===== src/rtl/mem_arbiter.sv =====
// mem_arbiter: byte-serial RAM arbiter for an instruction-fetch port and a data port.
// Define MEM_ARBITER_IBUF_EN to add a one-entry fetch buffer that serves repeated fetches without RAM access.
module mem_arbiter #(
    parameter int ADDR_W = 32,
    parameter int RAM_AW = 17
) (
    input  logic              clk,
    input  logic              rst,
    input  logic              if_req,
    input  logic [ADDR_W-1:0] if_addr,
    input  logic              if_flush,
    output logic [31:0]       if_data,
    output logic              if_done,
    input  logic              mem_req,
    input  logic              mem_we,
    input  logic [ADDR_W-1:0] mem_addr,
    input  logic [1:0]        mem_size,
    input  logic              mem_sign,
    input  logic [31:0]       mem_wdata,
    output logic [31:0]       mem_rdata,
    output logic              mem_done,
    input  logic [7:0]        ram_din,
    output logic [7:0]        ram_dout,
    output logic [RAM_AW-1:0] ram_a,
    output logic              ram_wr,
    output logic              busy
);
    typedef enum logic [1:0] {IDLE, READ, WRITE} state_t;
    state_t r_state, w_state_n;
    logic [2:0] r_k;
    logic [1:0] r_last, r_size, w_msz_last;
    logic [ADDR_W-1:0] r_addr, w_addr_k;
    logic r_sign, r_port, r_we, r_if_done, r_mem_done;
    logic [31:0] r_wdata, r_buf, r_if_data, r_mem_rdata, w_raw, w_ext, w_word;
    logic w_last, w_abort, w_fin, w_acc, w_hit;
    assign w_last = r_k == {1'b0, r_last};
    assign w_abort = r_state == READ && !r_port && if_flush;
    assign w_fin = r_state != IDLE && w_last && !w_abort;
    assign w_acc = r_state == IDLE && (mem_req || (if_req && !w_hit));
    assign w_msz_last = mem_size == 2'd0 ? 2'd0 : mem_size == 2'd1 ? 2'd1 : 2'd3;
    // Bytes shift in from the top; the final byte arrives on ram_din during the done cycle itself.
    assign w_raw = {ram_din, r_buf[31:8]} >> {~r_last, 3'b000};
    assign w_ext = r_size == 2'd0 ? {{24{r_sign & w_raw[7]}}, w_raw[7:0]} :
                   r_size == 2'd1 ? {{16{r_sign & w_raw[15]}}, w_raw[15:0]} : w_raw;
    assign w_addr_k = r_addr + ADDR_W'(r_k);
    assign busy = r_state != IDLE;
    assign ram_wr = r_state == WRITE;
    assign ram_a = busy ? w_addr_k[RAM_AW-1:0] : '0;
    assign ram_dout = ram_wr ? r_wdata[{r_k[1:0], 3'b000} +: 8] : 8'h00;
    assign if_done = r_if_done && !if_flush;
    assign if_data = if_done ? w_word : r_if_data;
    assign mem_done = r_mem_done;
    assign mem_rdata = (r_mem_done && !r_we) ? w_ext : r_mem_rdata;
`ifdef MEM_ARBITER_IBUF_EN
    logic r_ib_valid, r_hit;
    logic [ADDR_W-1:0] r_ib_addr;
    logic [31:0] r_ib_word;
    assign w_hit = r_state == IDLE && !mem_req && if_req && r_ib_valid && r_ib_addr == if_addr;
    assign w_word = r_hit ? r_ib_word : w_ext;
    always_ff @(posedge clk) begin
        r_hit <= !rst && w_hit;
        if (rst || (r_state == IDLE && mem_req && mem_we)) begin
            r_ib_valid <= 1'b0;
        end else if (if_done && !r_hit) begin
            r_ib_valid <= 1'b1;
            r_ib_addr <= r_addr;
            r_ib_word <= w_ext;
        end
    end
`else
    assign w_hit = 1'b0;
    assign w_word = w_ext;
`endif
    always_ff @(posedge clk) begin
        if (rst) r_state <= IDLE;
        else r_state <= w_state_n;
    end
    always_comb begin
        w_state_n = r_state;
        case (r_state)
            IDLE:    w_state_n = mem_req ? (mem_we ? WRITE : READ) : (if_req && !w_hit) ? READ : IDLE;
            default: w_state_n = (w_abort || w_last) ? IDLE : r_state;
        endcase
    end
    always_ff @(posedge clk) begin
        if (rst) begin
            r_k <= 3'd0;
            r_if_done <= 1'b0;
            r_mem_done <= 1'b0;
            r_if_data <= 32'h0;
            r_mem_rdata <= 32'h0;
        end else begin
            r_k <= (busy && !w_last && !w_abort) ? r_k + 3'd1 : 3'd0;
            r_if_done <= (w_fin && !r_port) || w_hit;
            r_mem_done <= w_fin && r_port;
            if (if_done) r_if_data <= w_word;
            if (r_mem_done && !r_we) r_mem_rdata <= w_ext;
        end
    end
    always_ff @(posedge clk) begin
        if (w_acc) begin
            r_addr <= mem_req ? mem_addr : if_addr;
            r_port <= mem_req;
            r_we <= mem_req && mem_we;
            r_last <= mem_req ? w_msz_last : 2'd3;
            r_size <= mem_req ? mem_size : 2'd2;
            r_sign <= mem_req && mem_sign;
            r_wdata <= mem_wdata;
        end
        if (r_state == READ && r_k != 3'd0) r_buf <= {ram_din, r_buf[31:8]};
    end
endmodule


===== config.mk =====
export PLATFORM = sky130hd
export DESIGN_NAME = mem_arbiter
export DESIGN_NICKNAME = d
export VERILOG_FILES = /design/src/rtl/mem_arbiter.sv
export SDC_FILE = /design/constraint.sdc
export NUM_CORES = 1
export LEC_CHECK = 0
export BUFFER_PORTS_ARGS = -buffer_cell sky130_fd_sc_hd__buf_4
export CAP_MARGIN = 20
export CORE_UTILIZATION = 47
export DETAILED_ROUTE_END_ITERATION = 8
export HOLD_SLACK_MARGIN = 0.05
export PLACE_DENSITY = 0.8
export REMOVE_ABC_BUFFERS = 1
export SLEW_MARGIN = 20
export SYNTH_ARGS = -nofsm -noshare
export SYNTH_HDL_FRONTEND = slang
export SYNTH_SLANG_ARGS = --single-unit

===== constraint.sdc =====
create_clock -name clk -period 3.5 [get_ports clk]
set_input_delay 0.7 -clock clk [delete_from_list [all_inputs] [get_ports clk]]
set_output_delay 0.7 -clock clk [all_outputs]
set_load 0.02 [all_outputs]

==> results.py, run 1 <==
metrics = {
    "synth": {
        "async_reset_ff_frac": 0,
        "ys_types": 46,
        "yosysWarnings": 0,
        "synth_area_per_cell_sq_um": 10.55,
        "ys_ff_latch": 151,
        "synth-main-ff-cell": "edfxtp_1",
        "syn_area_sq_um": 6877,
        "synth_cells": 652,
        "ys_seq_area_frac": 0.5560,
        "synth_edf_count": 80,
    },
    "global_routing": {
        "antenna_found_initial": 0,
        "grt_pass1_wl_microns": 26530,
        "overflow": 0,
        "grt_pass1_vias": 5395,
        "top_usage_layer": "met2",
        "grt_use_met1": 0.2697,
        "grt_max_degree": 57,
        "grt_usage": 0.2344,
        "use_met3": 0.08210,
        "grt_util_met2": 0.4048,
    },
    "timing": {
        "finClkSkew_ps": 8.138,
        "hold_viol": 0,
        "fmaxAchievable_mhz": 307.2,
        "fin_crit_sh": 0.9299,
        "rsz0062_at_grt": "no",
        "worstMarginPinSlew_ps": 578.3,
        "setup_tns_ps": 0,
        "report.final.setup_viol": 0,
        "slew_headroom": 0.6144,
        "drv_slew": 0,
        "period_minus_slack_ps": 3255,
    },
    "clock_tree": {
        "clock_latency_ps": 420,
        "clkTransAtPathRegs_ps": 60,
        "htree_levels": 4,
        "clock-sinks": 151,
        "post_cts_resized": 0,
        "numCtsBuffers": 17,
        "root_buffer": "clkbuf_16",
        "holdBufCountCts": 0,
        "post_cts_buffers": 0,
        "cts.path.max_buffers": 2,
        "cts_tree": "yes",
    },
    "critical_path": {
        "critPathCaptureType": "primary output",
        "critPathMaxStageDelay_ps": 390,
        "reg2reg_from": "r_last[0]",
        "crit_start": "r_k[0]",
        "cp_cell_sequence": "ha_1, inv_1, fa_1, nor2b_2, o21ai_1, or3_1, a21oi_1, buf_4",
        "cp_slowest_cell": "fa_1",
        "crit_required_ps": 2800,
        "cp-start-kind": "register",
        "crit_type": "register to primary output",
        "worstPathMaxFanout": 5,
        "worstPathArrival_ps": 2550,
    },
    "layout": {
        "seq_area_sq_um": 3824,
        "nNetsFinal": 935,
        "multi_input_area_sq_um": 2829,
        "drive_above_1_share": 0.3100,
        "area_growth_pct": 30.31,
        "antenna_cells": 0,
        "fillCellCount": 1109,
    },
    "die": {
        "ios": 206,
        "core_area_sq_um": 14100,
        "dieArea_sq_um": 15120,
        "die_y_microns": 123.0,
        "start_util": 0.4878,
        "die_w_microns": 123.0,
        "row_count": 43,
    },
    "routing": {
        "drt-initial-drc-count": 344,
        "first_pass_iters": 5,
        "wl_microns": 16840,
        "wl_per_cell_microns": 16.69,
        "via_per_inst": 5.476,
        "ant_nets": 0,
        "vias": 5525,
        "drc_errors": 0,
    },
    "worst_hold_path": {
        "hp-start": "mem_wdata[28]",
        "min_path_type": "primary input to register",
    },
    "pwr": {
        "finalPower_mw": 4.449,
        "leakagePower_nw": 3.906,
        "peakVddDrop_mv": 0.3680,
        "p_per_area_nw_per_um2": 496.5,
    },
    "placement": {
        "finalWeightedCongestion": 0.8067,
        "io_buffers": 175,
        "dp.final_hpwl_microns": 11660,
    },
    "flow_run": {
        "maxCapViolCount": 0,
    },
    "run_status": {
        "outcome": "complete, no violations",
    },
}
## area by class of cell
class / count / area share
Inverter: 11 / 0.004608
Multi-Input combinational cell: 445 / 0.3157
Clock buffer: 17 / 0.04747
Clock inverter: 15 / 0.02122
Sequential cell: 151 / 0.4267
Tap cell: 180 / 0.02513
Timing Repair Buffer: 190 / 0.1592
## synth_stat cells (2+ instances only)
library cell	n	area, sq um
nor3b_1	2	15.01
ha_1	5	62.56
nand3b_1	8	60.06
or4_1	4	30.03
mux4_2	9	202.7
or2_2	2	12.51
or2_1	4	25.02
o211ai_1	11	82.58
or3_1	4	25.02
xor2_1	7	61.31
buf_2	5	25.02
clkbuf_1	30	112.6
xnor2_1	3	26.28
a21oi_1	89	445.4
dfxtp_1	71	1421
edfxtp_1	80	2402
o22ai_1	2	12.51
nand2b_1	8	50.05
mux2i_1	45	450.4
inv_1	9	33.78
inv_2	2	7.510
a211oi_4	2	40.04
o21ai_0	5	25.02
nand4_1	9	56.30
nor2b_1	13	81.33
o31ai_1	4	30.03
nand3_1	4	20.02
mux2_2	17	191.4
buf_1	7	26.28
nand2_1	86	322.8
buf_6	3	33.78
and2_1	6	37.54
nor3_1	20	100.1
nor2_1	64	240.2
## registers in the layout, indices dropped and copies added, names as in the netlist
signal / flops
r_k: 3
r_addr: 17
r_if_data: 32
r_sign: 1
r_state: 2
r_port: 1
r_mem_rdata: 32
mem_done: 1
r_wdata: 32
r_buf: 24
r_last: 2
r_size: 2
r_if_done: 1
r_we: 1
## cell usage in the layout, fill, tap and decap left out, types with 2 or more instances in the layout
master and instances:
o31ai_1 4, a211oi_4 2, mux2i_1 45, o21ai_0 4, mux4_2 9, buf_4 190, xor2_1 7, edfxtp_1 80
nand2_1 86, clkinv_4 3, inv_1 9, and2_1 6, xnor2_1 3, nand3_1 4, or2_1 4, a21oi_1 89
bufinv_16 3, nand3b_1 8, or2_2 2, inv_6 5, o22ai_1 2, nor3_1 20, dfxtp_1 71, or4_1 4
mux2_2 17, clkinvlp_4 4, or3_1 4, ha_1 5, o211ai_1 11, nand2b_1 8, nand4_1 9, nor2_1 63
nor2b_1 12, inv_2 2, clkbuf_16 17
## where the power goes
| part | switching, mW | leakage [nW] | total, mW | internal, mW |
|---|---|---|---|---|
| registers | 0.0532 | 1.34 | 2.03 | 1.98 |
| logic | 0.289 | 2.28 | 0.522 | 0.233 |
| clock network | 0.762 | 0.287 | 1.90 | 1.14 |
## cells by family (layout without fill, tap and decap cells)
group	Yosys count	after routing	share of synthesized area
AND/OR/NAND/NOR	238	238	0.1608
flip-flops	151	151	0.5560
AO/OA/AOI/OAI	120	120	0.1008
multiplexers	71	71	0.1228
buffers and inverters	56	233	0.03475
XOR/XNOR	10	10	0.01274
adder cells (fa/ha/maj)	6	6	0.01201
## worst max-delay path, delay by kind of cell, from the launching register on
kind / cells / cell delay, ps
simple gates: 2 / 570
compound gates: 2 / 390
fa+ha+maj: 2 / 580
flops: 1 / 340
buf+inv: 2 / 250
## per-stage QoR
| step | utilization | hold WS, ps | cell area (sq um) | cells | setup WS (ps) |
|---|---|---|---|---|---|
| 2_1_floorplan | - | 423.2 | 6679 | 607 | -714.9 |
| 3_3_place_gp | 0.5919 | 444.8 | 8343 | 977 | 591.6 |
| 3_5_place_dp | 0.5919 | 448.8 | 8343 | 977 | 554.5 |
| 4_1_cts | 0.6355 | 439.3 | 8959 | 1009 | 58.37 |
| 5_1_grt | 0.6357 | 431.1 | 8961 | 1009 | 35.34 |
| 6_report | 0.6357 | 452.9 | 8961 | 1009 | 245.2 |
## final timing paths
kind | to | slack [ps] | cells past startpoint
worst max-delay path | ram_a[10] | 250 | 8
worst min-delay path | r_wdata[28] | 450 | 1
worst max register to register | r_if_data[12] | 1270 | 4
worst min register to register | r_if_done | 460 | 1
## per-layer routing
metal | vias up | part of all wire
li1 | 2655 | -
met1 | 2643 | 0.40
met2 | 210 | 0.51
met3 | 17 | 0.083
met4 | 0 | 0.014
met5 | - | 0
Note: power is estimated with default switching activity, not from simulation.
==> run 2: changes to the inputs <==
--- a/config.mk
+++ b/config.mk
@@ -7,7 +7,10 @@
 export LEC_CHECK = 0
 export BUFFER_PORTS_ARGS = -buffer_cell sky130_fd_sc_hd__buf_4
 export CAP_MARGIN = 20
-export CORE_UTILIZATION = 47
+export CELL_PAD_IN_SITES_DETAIL_PLACEMENT = 1
+export CELL_PAD_IN_SITES_GLOBAL_PLACEMENT = 1
+export CORE_UTILIZATION = 36
+export CTS_BUF_LIST = sky130_fd_sc_hd__clkbuf_16
 export DETAILED_ROUTE_END_ITERATION = 8
 export HOLD_SLACK_MARGIN = 0.05
 export PLACE_DENSITY = 0.8
==> results.py, run 2 (synthesis results as in run 1) <==
metrics = {
    "timing": {
        "drv_slew": 0,
        "slew_headroom": 0.5171,
        "period_minus_slack_ps": 3361,
        "finClkSkew_ps": 14.73,
        "worstMarginPinSlew_ps": 724.3,
        "report.final.setup_viol": 0,
        "rsz0062_at_grt": "no",
        "fmaxAchievable_mhz": 297.5,
        "hold_viol": 0,
        "fin_ws_ps": 138.7,
        "fin_crit_sh": 0.9604,
    },
    "routing": {
        "drc_errors": 0,
        "vias": 5532,
        "wl_per_cell_microns": 18.11,
        "ant_nets": 0,
        "first_pass_iters": 6,
        "wl_microns": 19240,
        "drt-initial-drc-count": 235,
        "via_per_inst": 5.209,
    },
    "global_routing": {
        "antenna_found_initial": 0,
        "grt_pass1_vias": 5783,
        "grt_usage": 0.2017,
        "grt_max_degree": 58,
        "grt_pass1_wl_microns": 30530,
        "overflow": 0,
    },
    "placement": {
        "place_ws_ps": 334.6,
        "io_buffers": 175,
        "finalWeightedCongestion": 0.7506,
        "dp.final_hpwl_microns": 13240,
        "placed_cell_area_sq_um": 8403,
    },
    "critical_path": {
        "cp-start-kind": "register",
        "crit_type": "register to primary output",
        "crit_required_ps": 2800,
        "worstPathMaxFanout": 8,
        "r2r_slack_ps": 1230,
        "worstPathArrival_ps": 2660,
        "critPathCaptureType": "primary output",
    },
    "pwr": {
        "peakVddDrop_mv": 0.3489,
        "finalPower_mw": 4.548,
        "leakagePower_nw": 3.926,
        "p_per_area_nw_per_um2": 502.5,
    },
    "clock_tree": {
        "htree_levels": 4,
        "holdBufCountCts": 0,
        "clock-sinks": 151,
        "post_cts_resized": 2,
        "clkTransAtPathRegs_ps": 70,
        "clock_latency_ps": 430,
        "root_buffer": "clkbuf_16",
        "cts_tree": "yes",
        "numCtsBuffers": 17,
        "cts.path.max_buffers": 2,
        "post_cts_buffers": 0,
    },
    "worst_hold_path": {
        "min_path_type": "primary input to register",
    },
    "die": {
        "die_w_microns": 140.2,
        "dieArea_sq_um": 19660,
        "start_util": 0.3676,
        "die_y_microns": 140.2,
        "core_area_sq_um": 18710,
        "row_count": 50,
        "ios": 206,
    },
    "layout": {
        "final_common_cell": "buf_4",
        "mostFrequentLayoutCells": "buf_4 (188), a21oi_1 (89), nand2_1 (86)",
        "top_regs": "r_if_data: 32 flops, r_mem_rdata: 32 flops, r_wdata: 32 flops",
        "drive_above_1_share": 0.3104,
        "antenna_cells": 0,
        "area_growth_pct": 31.62,
        "nNetsFinal": 934,
        "fillCellCount": 2046,
        "fin_area_sq_um": 9051,
    },
    "run_status": {
        "outcome": "complete, no violations",
    },
    "flow_run": {
        "maxCapViolCount": 0,
    },
}
==> run 2: cell type report <==
class	count	area, sq um	share of cell area
Multi-Input combinational cell	445	2838	0.3135
Clock buffer	17	425.4	0.04700
Tap cell	234	292.8	0.03235
Clock inverter	15	207.7	0.02295
Timing Repair Buffer	189	1423	0.1572
Sequential cell	151	3824	0.4224
Inverter	11	41.29	0.004562
==> run 2: through the flow <==
step	utilization	hold WS [ps]	TNS, ps	cells
3_5_place_dp	0.4492	458.2	0	1030
6_report	0.4839	436.9	0	1062
5_1_grt	0.4839	424.6	0	1062
3_3_place_gp	0.4492	444.1	0	1030
4_1_cts	0.4832	425.2	0	1062
2_1_floorplan	-	423.2	-46480	607
==> run 2: routing by layer <==
layer  wire length, microns  GRT usage
met1                   8130     0.2328
met2                   9564     0.3526
met3                   1204    0.06222
met4                    340    0.07056
met5                      0          0
==> run 2: path summary, 6_finish.rpt <==
path,start,depth (start not counted),endpoint
worst max-delay path,r_addr[0],8,ram_a[12]
worst min register to register,r_mem_rdata[1],2,r_mem_rdata[1]
worst min-delay path,mem_wdata[14],1,r_wdata[14]
worst max register to register,r_last[0],4,r_mem_rdata[15]
==> run 2: report_power, final <==
| group | switching (mW) | internal [mW] | total [mW] |
|---|---|---|---|
| combinational | 0.311 | 0.233 | 0.544 |
| clock | 0.816 | 1.16 | 1.97 |
| sequential | 0.0533 | 1.98 | 2.03 |
| total | 1.18 | 3.37 | 4.55 |
==> run 2: worst max-delay path, cell delays in order, from the launching register on <==
cell	delay, ps
edfxtp_1	360
ha_1	220
inv_1	70
fa_1	430
nor2b_4	200
o21ai_2	140
or4_1	430
a21oi_1	200
buf_4	170
